**config.mk**
```make
export PLATFORM = sky130hd
export DESIGN_NAME = mem_exec_unit
export DESIGN_NICKNAME = d
export VERILOG_FILES = /design/src/rtl/mem_exec_unit.sv
export SDC_FILE = /design/constraint.sdc
export NUM_CORES = 1
export LEC_CHECK = 0
export BUFFER_PORTS_ARGS = -buffer_cell sky130_fd_sc_hd__buf_2
export CAP_MARGIN = 20
export CORE_MARGIN = 8
export CORE_UTILIZATION = 48
export CTS_BUF_LIST = sky130_fd_sc_hd__clkbuf_4
export DETAILED_ROUTE_END_ITERATION = 8
export GPL_ROUTABILITY_DRIVEN = 0
export PLACE_DENSITY = 0.79
export SYNTH_ARGS = -nofsm -noshare
export SYNTH_HDL_FRONTEND = slang
export SYNTH_SLANG_ARGS = --single-unit
export TNS_END_PERCENT = 1
```
**constraint.sdc**
```tcl
create_clock -name clock -period 2.2 [get_ports clock]
set_clock_uncertainty 0.1 [all_clocks]
set_input_delay 0.33 -clock clock [delete_from_list [all_inputs] [get_ports clock]]
set_output_delay 0.33 -clock clock [all_outputs]
set_load 0.01 [all_outputs]
```
**src/rtl/mem_exec_unit.sv**
```systemverilog
// mem_exec_unit: single-lane load/store execution unit at the output of the memory issue queue.
// It accepts one issued uop, performs one memory access over a req/gnt + response
// handshake, and then emits a one-cycle writeback/completion pulse.
//
// Ports:
//   clock, reset_n        single clock, asynchronous active-low reset
//   clear_en              synchronous pipeline flush
//   in_*                  issued uop and its PRF operand values
//   ex_busy               unit is not idle; the issue queue must hold off
//   mem_*                 data-memory request (req/we/addr/wdata/wstrb) and response
//   wb_*                  completion pulse, PRF write port and misalignment flag
module mem_exec_unit #(
  parameter int unsigned XLEN           = 32,
  parameter int unsigned PRF_INDEX_SIZE = 6
) (
  input  logic                      clock,
  input  logic                      reset_n,
  input  logic                      clear_en,
  input  logic                      in_valid,
  input  logic                      in_is_store,
  input  logic [1:0]                in_size,
  input  logic                      in_signed,
  input  logic [XLEN-1:0]           in_base,
  input  logic [XLEN-1:0]           in_offset,
  input  logic [XLEN-1:0]           in_store_data,
  input  logic [PRF_INDEX_SIZE-1:0] in_rd_index,
  output logic                      ex_busy,
  output logic                      mem_req,
  output logic                      mem_we,
  output logic [XLEN-1:0]           mem_addr,
  output logic [XLEN-1:0]           mem_wdata,
  output logic [3:0]                mem_wstrb,
  input  logic                      mem_gnt,
  input  logic                      mem_resp_valid,
  input  logic [XLEN-1:0]           mem_rdata,
  output logic                      wb_valid,
  output logic                      wb_we,
  output logic [PRF_INDEX_SIZE-1:0] wb_rd_index,
  output logic [XLEN-1:0]           wb_data,
  output logic                      wb_misaligned
);

  typedef enum logic [2:0] {StIdle, StReq, StWait, StWb, StDrain} state_e;

  state_e                    state_q, state_d;
  logic                      is_store_q;
  logic [1:0]                size_q;
  logic                      signed_q;
  logic [XLEN-1:0]           addr_q;
  logic [XLEN-1:0]           wdata_q;
  logic [3:0]                wstrb_q;
  logic [XLEN-1:0]           data_q;
  logic [PRF_INDEX_SIZE-1:0] rd_q;
  logic                      misaligned_q;

  logic [XLEN-1:0] addr_calc;
  logic            misaligned_calc;
  logic [3:0]      strb_base;
  logic            accept;
  logic            load_resp;
  logic [XLEN-1:0] rshift;
  logic [XLEN-1:0] load_ext;

  assign addr_calc = in_base + in_offset;

  always_comb begin
    misaligned_calc = 1'b0;
    strb_base       = 4'b0000;
    case (in_size)
      2'b00: strb_base = 4'b0001;
      2'b01: begin
        strb_base       = 4'b0011;
        misaligned_calc = addr_calc[0];
      end
      2'b10: begin
        strb_base       = 4'b1111;
        misaligned_calc = |addr_calc[1:0];
      end
      default: misaligned_calc = 1'b1;
    endcase
  end

  // Flush wins over a new issue and over a completing response.
  assign accept    = (state_q == StIdle) && in_valid && !clear_en;
  assign load_resp = (state_q == StWait) && mem_resp_valid && !clear_en;

  always_comb begin
    state_d = state_q;
    unique case (state_q)
      StIdle: begin
        if (in_valid && !clear_en) state_d = misaligned_calc ? StWb : StReq;
      end
      StReq: begin
        // A grant already handed out must have its response swallowed in DRAIN.
        if (clear_en)     state_d = mem_gnt ? StDrain : StIdle;
        else if (mem_gnt) state_d = StWait;
      end
      StWait: begin
        if (clear_en)            state_d = mem_resp_valid ? StIdle : StDrain;
        else if (mem_resp_valid) state_d = StWb;
      end
      StWb:    state_d = StIdle;
      StDrain: if (mem_resp_valid) state_d = StIdle;
      default: state_d = StIdle;
    endcase
  end

  // Bring the addressed bytes down to bit 0, then extend to XLEN.
  assign rshift = mem_rdata >> {addr_q[1:0], 3'b000};

  always_comb begin
    load_ext = rshift;
    case (size_q)
      2'b00:   load_ext = {{(XLEN-8){signed_q & rshift[7]}}, rshift[7:0]};
      2'b01:   load_ext = {{(XLEN-16){signed_q & rshift[15]}}, rshift[15:0]};
      default: load_ext = rshift;
    endcase
  end

  always_ff @(posedge clock or negedge reset_n) begin
    if (!reset_n) begin
      state_q      <= StIdle;
      is_store_q   <= 1'b0;
      size_q       <= 2'b00;
      signed_q     <= 1'b0;
      addr_q       <= '0;
      wdata_q      <= '0;
      wstrb_q      <= 4'b0000;
      data_q       <= '0;
      rd_q         <= '0;
      misaligned_q <= 1'b0;
    end else begin
      state_q <= state_d;
      if (accept) begin
        is_store_q   <= in_is_store;
        size_q       <= in_size;
        signed_q     <= in_signed;
        addr_q       <= addr_calc;
        rd_q         <= in_rd_index;
        misaligned_q <= misaligned_calc;
        wdata_q      <= in_is_store ? (in_store_data << {addr_calc[1:0], 3'b000}) : '0;
        wstrb_q      <= (in_is_store && !misaligned_calc) ? (strb_base << addr_calc[1:0])
                                                          : 4'b0000;
        // Stores and faults complete with zero data.
        data_q       <= '0;
      end else if (load_resp && !is_store_q) begin
        data_q <= load_ext;
      end
    end
  end

  // All outputs are decoded from registered state only.
  assign ex_busy       = (state_q != StIdle);
  assign mem_req       = (state_q == StReq);
  assign mem_we        = mem_req & is_store_q;
  assign mem_addr      = mem_req ? addr_q : '0;
  assign mem_wdata     = mem_req ? wdata_q : '0;
  assign mem_wstrb     = mem_req ? wstrb_q : 4'b0000;
  assign wb_valid      = (state_q == StWb);
  assign wb_we         = wb_valid & ~is_store_q & ~misaligned_q & (rd_q != '0);
  assign wb_rd_index   = wb_valid ? rd_q : '0;
  assign wb_data       = wb_valid ? data_q : '0;
  assign wb_misaligned = wb_valid & misaligned_q;

endmodule
```
# Word-level counts from Yosys, hierarchy flattened
# Cells that the tools add are included.
dict set report totals {
  out_inout_bits 112
  inputBits 144
  wordCells 74
  reg_bits 114
}
dict set report op_classes {
  n_shift 3
  eq_ne 11
  bitwise_logic 9
  add_sub_neg 1
  n_mux 22
  n_reduce_logical 18
}
# cell n
set op_table {}
lappend op_table {{$mux W32} 6}
lappend op_table {{$pmux W32 S2} 1}
lappend op_table {{$add A32 B32 Y32} 1}
lappend op_table {{$shl A32 B5 Y32} 1}
lappend op_table {{$shr A32 B5 Y32} 1}
lappend op_table {{$mux W3} 8}
lappend op_table {{$pmux W3 S4} 1}
lappend op_table {{$pmux W4 S3} 1}
lappend op_table {{$mux W4} 2}
lappend op_table {{$and A1 B1 Y1} 7}
lappend op_table {{$logic_and A1 B1 Y1} 7}
lappend op_table {{$eq A3 B2 Y1 const B} 2}
lappend op_table {{$mux W6} 1}
lappend op_table {{$reduce_bool A6 Y1} 1}
lappend op_table {{$eq A2 B1 Y1 const B} 2}
lappend op_table {{$logic_not A2 Y1} 2}
lappend op_table {{$reduce_and A4 Y1} 1}
lappend op_table {{$shl A4 B2 Y4} 1}
lappend op_table {{$eq A3 B1 Y1 const B} 1}
lappend op_table {{$eq A3 B3 Y1 const B} 1}
lappend op_table {{$logic_not A1 Y1} 3}
lappend op_table {{$logic_not A3 Y1} 1}
lappend op_table {{$ne A3 B2 Y1 const B} 1}
lappend op_table {{$ne A3 B3 Y1 const B} 1}
lappend op_table {{9 further kinds} 10}

# Logic depth before layout (Yosys ltp)
dict set report logic_depth {
  ltp_word 6
  depth_mapped 9
}

# Worst setup path before layout
# Ideal clock, no wire load.
dict set report synth_timing {
  path_type {input to register}
  from {input port in_base[0]}
  to {register addr_q[28]}
  setup_ns 0.136
  path_stages 9
  path_slack_ns -0.381
  arrival_ns 2.345
  path_buffers 0
  cell_sequence {ha_1 > fa_1 > a21oi_1 > o21ai_0 > a21boi_0 > o22ai_2 > o32ai_1 > xor2_1 > o21ai_0}
}
dict set report synth_via {
  elab_chain_len 1
}
# item line_no
set synth_rtl {}
lappend synth_rtl {{from (decl)} 23} ;# input logic [XLEN-1:0] in_base,
lappend synth_rtl {{$add A32 B32 Y32} 64} ;# assign addr_calc = in_base + in_offset;
lappend synth_rtl {{to (signal assigned)} 138} ;# addr_q <= addr_calc;
lappend synth_rtl {{to (decl)} 49} ;# logic [XLEN-1:0] addr_q;
# Every way passes these cells.
# A chain may end at the register's enable or synchronous reset.

# Worst setup path after layout
dict set report layout_timing {
  from {register state_q[2]}
  to {output port mem_wdata[29]}
}
dict set report layout_via {
  elab_chain_len 2
}
# item line_no
set layout_rtl {}
lappend layout_rtl {{from (decl)} 45} ;# state_e state_q, state_d;
lappend layout_rtl {{from (signal assigned)} 122} ;# state_q <= StIdle;
lappend layout_rtl {{from (signal assigned)} 133} ;# state_q <= state_d;
lappend layout_rtl {{$eq A3 B1 Y1} 154} ;# assign mem_req = (state_q == StReq);
lappend layout_rtl {{$mux W32} 157} ;# assign mem_wdata = mem_req ? wdata_q : '0;
lappend layout_rtl {{to (decl)} 31} ;# output logic [XLEN-1:0] mem_wdata,
# Every way passes these cells.

==> results.json <==
{
  "status": "finished with violations",
  "violations": "negative setup slack",
  "cts_buffers": 17,
  "postSynthCellCount": 935,
  "detail_route.vias_per_cell": 5.75,
  "die_h_um": 145,
  "finalCritPeriodShare_pct": 113,
  "place_area_um2": 10400,
  "fin_nets": 1482,
  "grt_usage_pct": 25.7,
  "dr.pass1.iters": 5,
  "stdcell_count": 1541,
  "rsz0062_at_grt": "yes",
  "critical_path_required_ns": 1.77,
  "drt_wl_total_mm": 30.6,
  "postSynthAreaPerCell_um2": 8.53,
  "worstRegToRegCells": 7,
  "worstSetupStartpointType": "flop",
  "yosysSeqAreaShare_pct": 35.8,
  "reg2reg_from": "state_q[1]",
  "clockRootBuffer": "clkbuf_4",
  "drive_above_1_share_pct": 41.3,
  "synth_seq_cells": 114,
  "setup_ws_ns": -0.280,
  "whs_endpoint": "data_q[24]",
  "drc": 0,
  "overflow": 0,
  "clk_path_buf_depth": 2,
  "port-buffer-count": 255,
  "vias": 8857,
  "slew_headroom_pct": 58.5,
  "yosysTopAreaCellShare_pct": 35.8,
  "synthesis.area_um2": 7970,
  "crit_type": "reg -> out",
  "wl_per_cell_um": 19.8,
  "cts_tree": "built",
  "rows": 47,
  "drt_iter0_drc": 719,
  "final_max_slew_viol_count": 0,
  "synth-edff-count": 0,
  "maxCapViolCount": 0,
  "hp-class": "in -> reg",
  "ys_types": 65,
  "dieArea_um2": 21000,
  "cts.htree.levels": 4,
  "design.portCount": 256,
  "initial_core_util_pct": 48.6,
  "num-fill-cells": 1153,
  "coreArea_um2": 16400,
  "fin_hold_ws_ns": 0.0422,
  "ys_top_cells_by_area": "dfrtp_1, and2_1, nand2_1",
  "worstHoldPathCells": 4,
  "detailedPlace.worstSlack_ns": -0.370,
  "r2r-end": "wstrb_q[1]",
  "grt_max_degree": 44,
  "worstSetupEndpointType": "output pin",
  "synth_top_area_cell": "dfrtp_1",
  "setup_viol": 111,
  "p_per_area_nw_per_um2": 946,
  "die_w_um": 145,
  "peakVddDrop_v": 0.000459,
  "cp.arrival_ns": 2.05,
  "period_minus_slack_ns": 2.48,
  "fmax_ghz": 0.403,
  "worstSkewPairLatency_ns": 0.53,
  "grt_pass1_vias": 8593,
  "dp_cells": 1453,
  "clk_pin_slew_ns": 0.12,
  "syn_to_final_growth_pct": 50.4,
  "p_leak_nw": 5.92,
  "synthFlopType": "dfrtp_1",
  "antenna_found_initial": 5,
  "min_from": "mem_rdata[24]",
  "tightestPinTransition_ns": 0.623,
  "critPathMaxFanout": 8,
  "drtAntennaViolNets": 0,
  "hold_violations": 0,
  "cts.sinks": 114,
  "regToRegSetupSlack_ns": 0.18,
  "stdcell_area_um2": 12000,
  "yosys_warnings": 0,
  "total_power_mw": 11.3,
  "synthArstFlopShare_pct": 100,
  "syn_nets": 1114,
  "place_hpwl_mm": 20.2,
  "grt_pass1_wl_mm": 42.7
}
[logic make-up (layout without fill, tap and decap cells)]
family | Yosys count | after routing | share of synthesized area, %
other cells | 0 | 5 | 0
fa+ha+maj | 35 | 35 | 5.59
flops | 114 | 114 | 35.8
xor+xnor | 20 | 20 | 2.20
buf+inv | 83 | 464 | 4.08
mux | 40 | 40 | 5.05
simple gates | 373 | 373 | 23.9
compound gates | 270 | 270 | 23.5
[worst max-delay path: stages, from the launching register on]
cell     delay [ns]
dfrtp_1        0.43
buf_6          0.13
nor3b_4        0.27
buf_8          0.22
buf_12         0.17
and2_1         0.14
buf_2          0.14
[registers in the layout, summed over array words and instances, names as in the netlist]
register / count
state_q: 3
addr_q: 32
size_q: 2
misaligned_q: 1
wdata_q: 32
rd_q: 6
wstrb_q: 4
is_store_q: 1
signed_q: 1
data_q: 32
[layout make-up]
| class | count | area, um2 | area share, % |
|---|---|---|---|
| antenna | 5 | 12.5 | 0.104 |
| clock buffer | 17 | 128 | 1.06 |
| clock inverter | 15 | 126 | 1.05 |
| inverter | 14 | 52.6 | 0.438 |
| multi-input combinational | 738 | 5260 | 43.8 |
| sequential | 114 | 2850 | 23.8 |
| tap | 220 | 275 | 2.30 |
| timing repair buffer | 418 | 3290 | 27.4 |
[cell usage after synthesis, types with 5 or more instances]
| cell | instances |
|---|---|
| nand2_1 | 149 |
| dfrtp_1 | 114 |
| and2_1 | 110 |
| o21ai_0 | 78 |
| a21oi_1 | 56 |
| clkbuf_1 | 47 |
| mux2i_1 | 38 |
| nor2_1 | 36 |
| ha_1 | 34 |
| a22o_1 | 25 |
| nor2b_1 | 19 |
| a211o_1 | 17 |
| a32o_1 | 16 |
| inv_1 | 14 |
| xor2_1 | 13 |
| buf_1 | 11 |
| buf_2 | 10 |
| a21o_1 | 9 |
| nand4_1 | 9 |
| o21a_1 | 9 |
| nand3_1 | 8 |
| and3_1 | 7 |
| nor3_1 | 7 |
| o31ai_1 | 7 |
| xnor2_1 | 7 |
| o211ai_1 | 6 |
| nand2b_1 | 5 |
[how the worst max path moves through the flow]
stage,start,endpoint,slack [ns],cells after the start
4_1_cts,state_q[1],mem_addr[3],-0.28,6
6_report,state_q[2],mem_wdata[29],-0.28,6
2_1_floorplan,in_offset[16],addr_q[26],-0.10,8
3_5_place_dp,in_base[7],addr_q[31],-0.37,9
5_1_grt,state_q[2],mem_wdata[6],-0.36,6
3_3_place_gp,in_base[7],addr_q[31],-0.34,9
[per-stage QoR]
stage,TNS (ns),util (%)
after floorplan,-0.514,-
after global placement,-6.45,63.3
after detailed placement,-7.86,63.3
after CTS,-18.60,67.4
after global routing,-30.34,73.1
final,-20.56,73.1
[metal layers]
| metal | part of all wire, % | global-route usage, % |
|---|---|---|
| met2 | 49 | 42.1 |
| met4 | 3.9 | 12.7 |
| met1 | 38 | 31.7 |
| met5 | 0.043 | 0 |
| met3 | 9.2 | 5.41 |
[power breakdown]
group	internal, mW	switching [mW]	total (mW)
Combinational	3.18	3.13	6.31
Clock	0.477	0.967	1.44
Sequential	2.97	0.622	3.59
Total	6.63	4.72	11.3
[timing repair]
action                                  in CTS  in global routing
hold endpoints to repair                    71                  0
setup buffers                                3                  8
hold buffers                                27                  0
gates cloned                                 1                 13
resized for setup                           24                157
pin swaps                                   10                 56
endpoints found under the setup margin     128                134
[layout by cell type (no fill, tap or decap), types with 19 or more instances in the layout]
cell type and count:
buf_2 181, nand2_1 146, dfrtp_1 113, buf_4 113, buf_6 82, o21ai_0 75
and2_4 70, a21oi_1 55, and2_1 40, mux2i_1 38, nor2_1 33, dlygate4sd3_1 27
a22o_1 25, ha_1 23, nor2b_1 19
(Power assumes the default switching activity.)
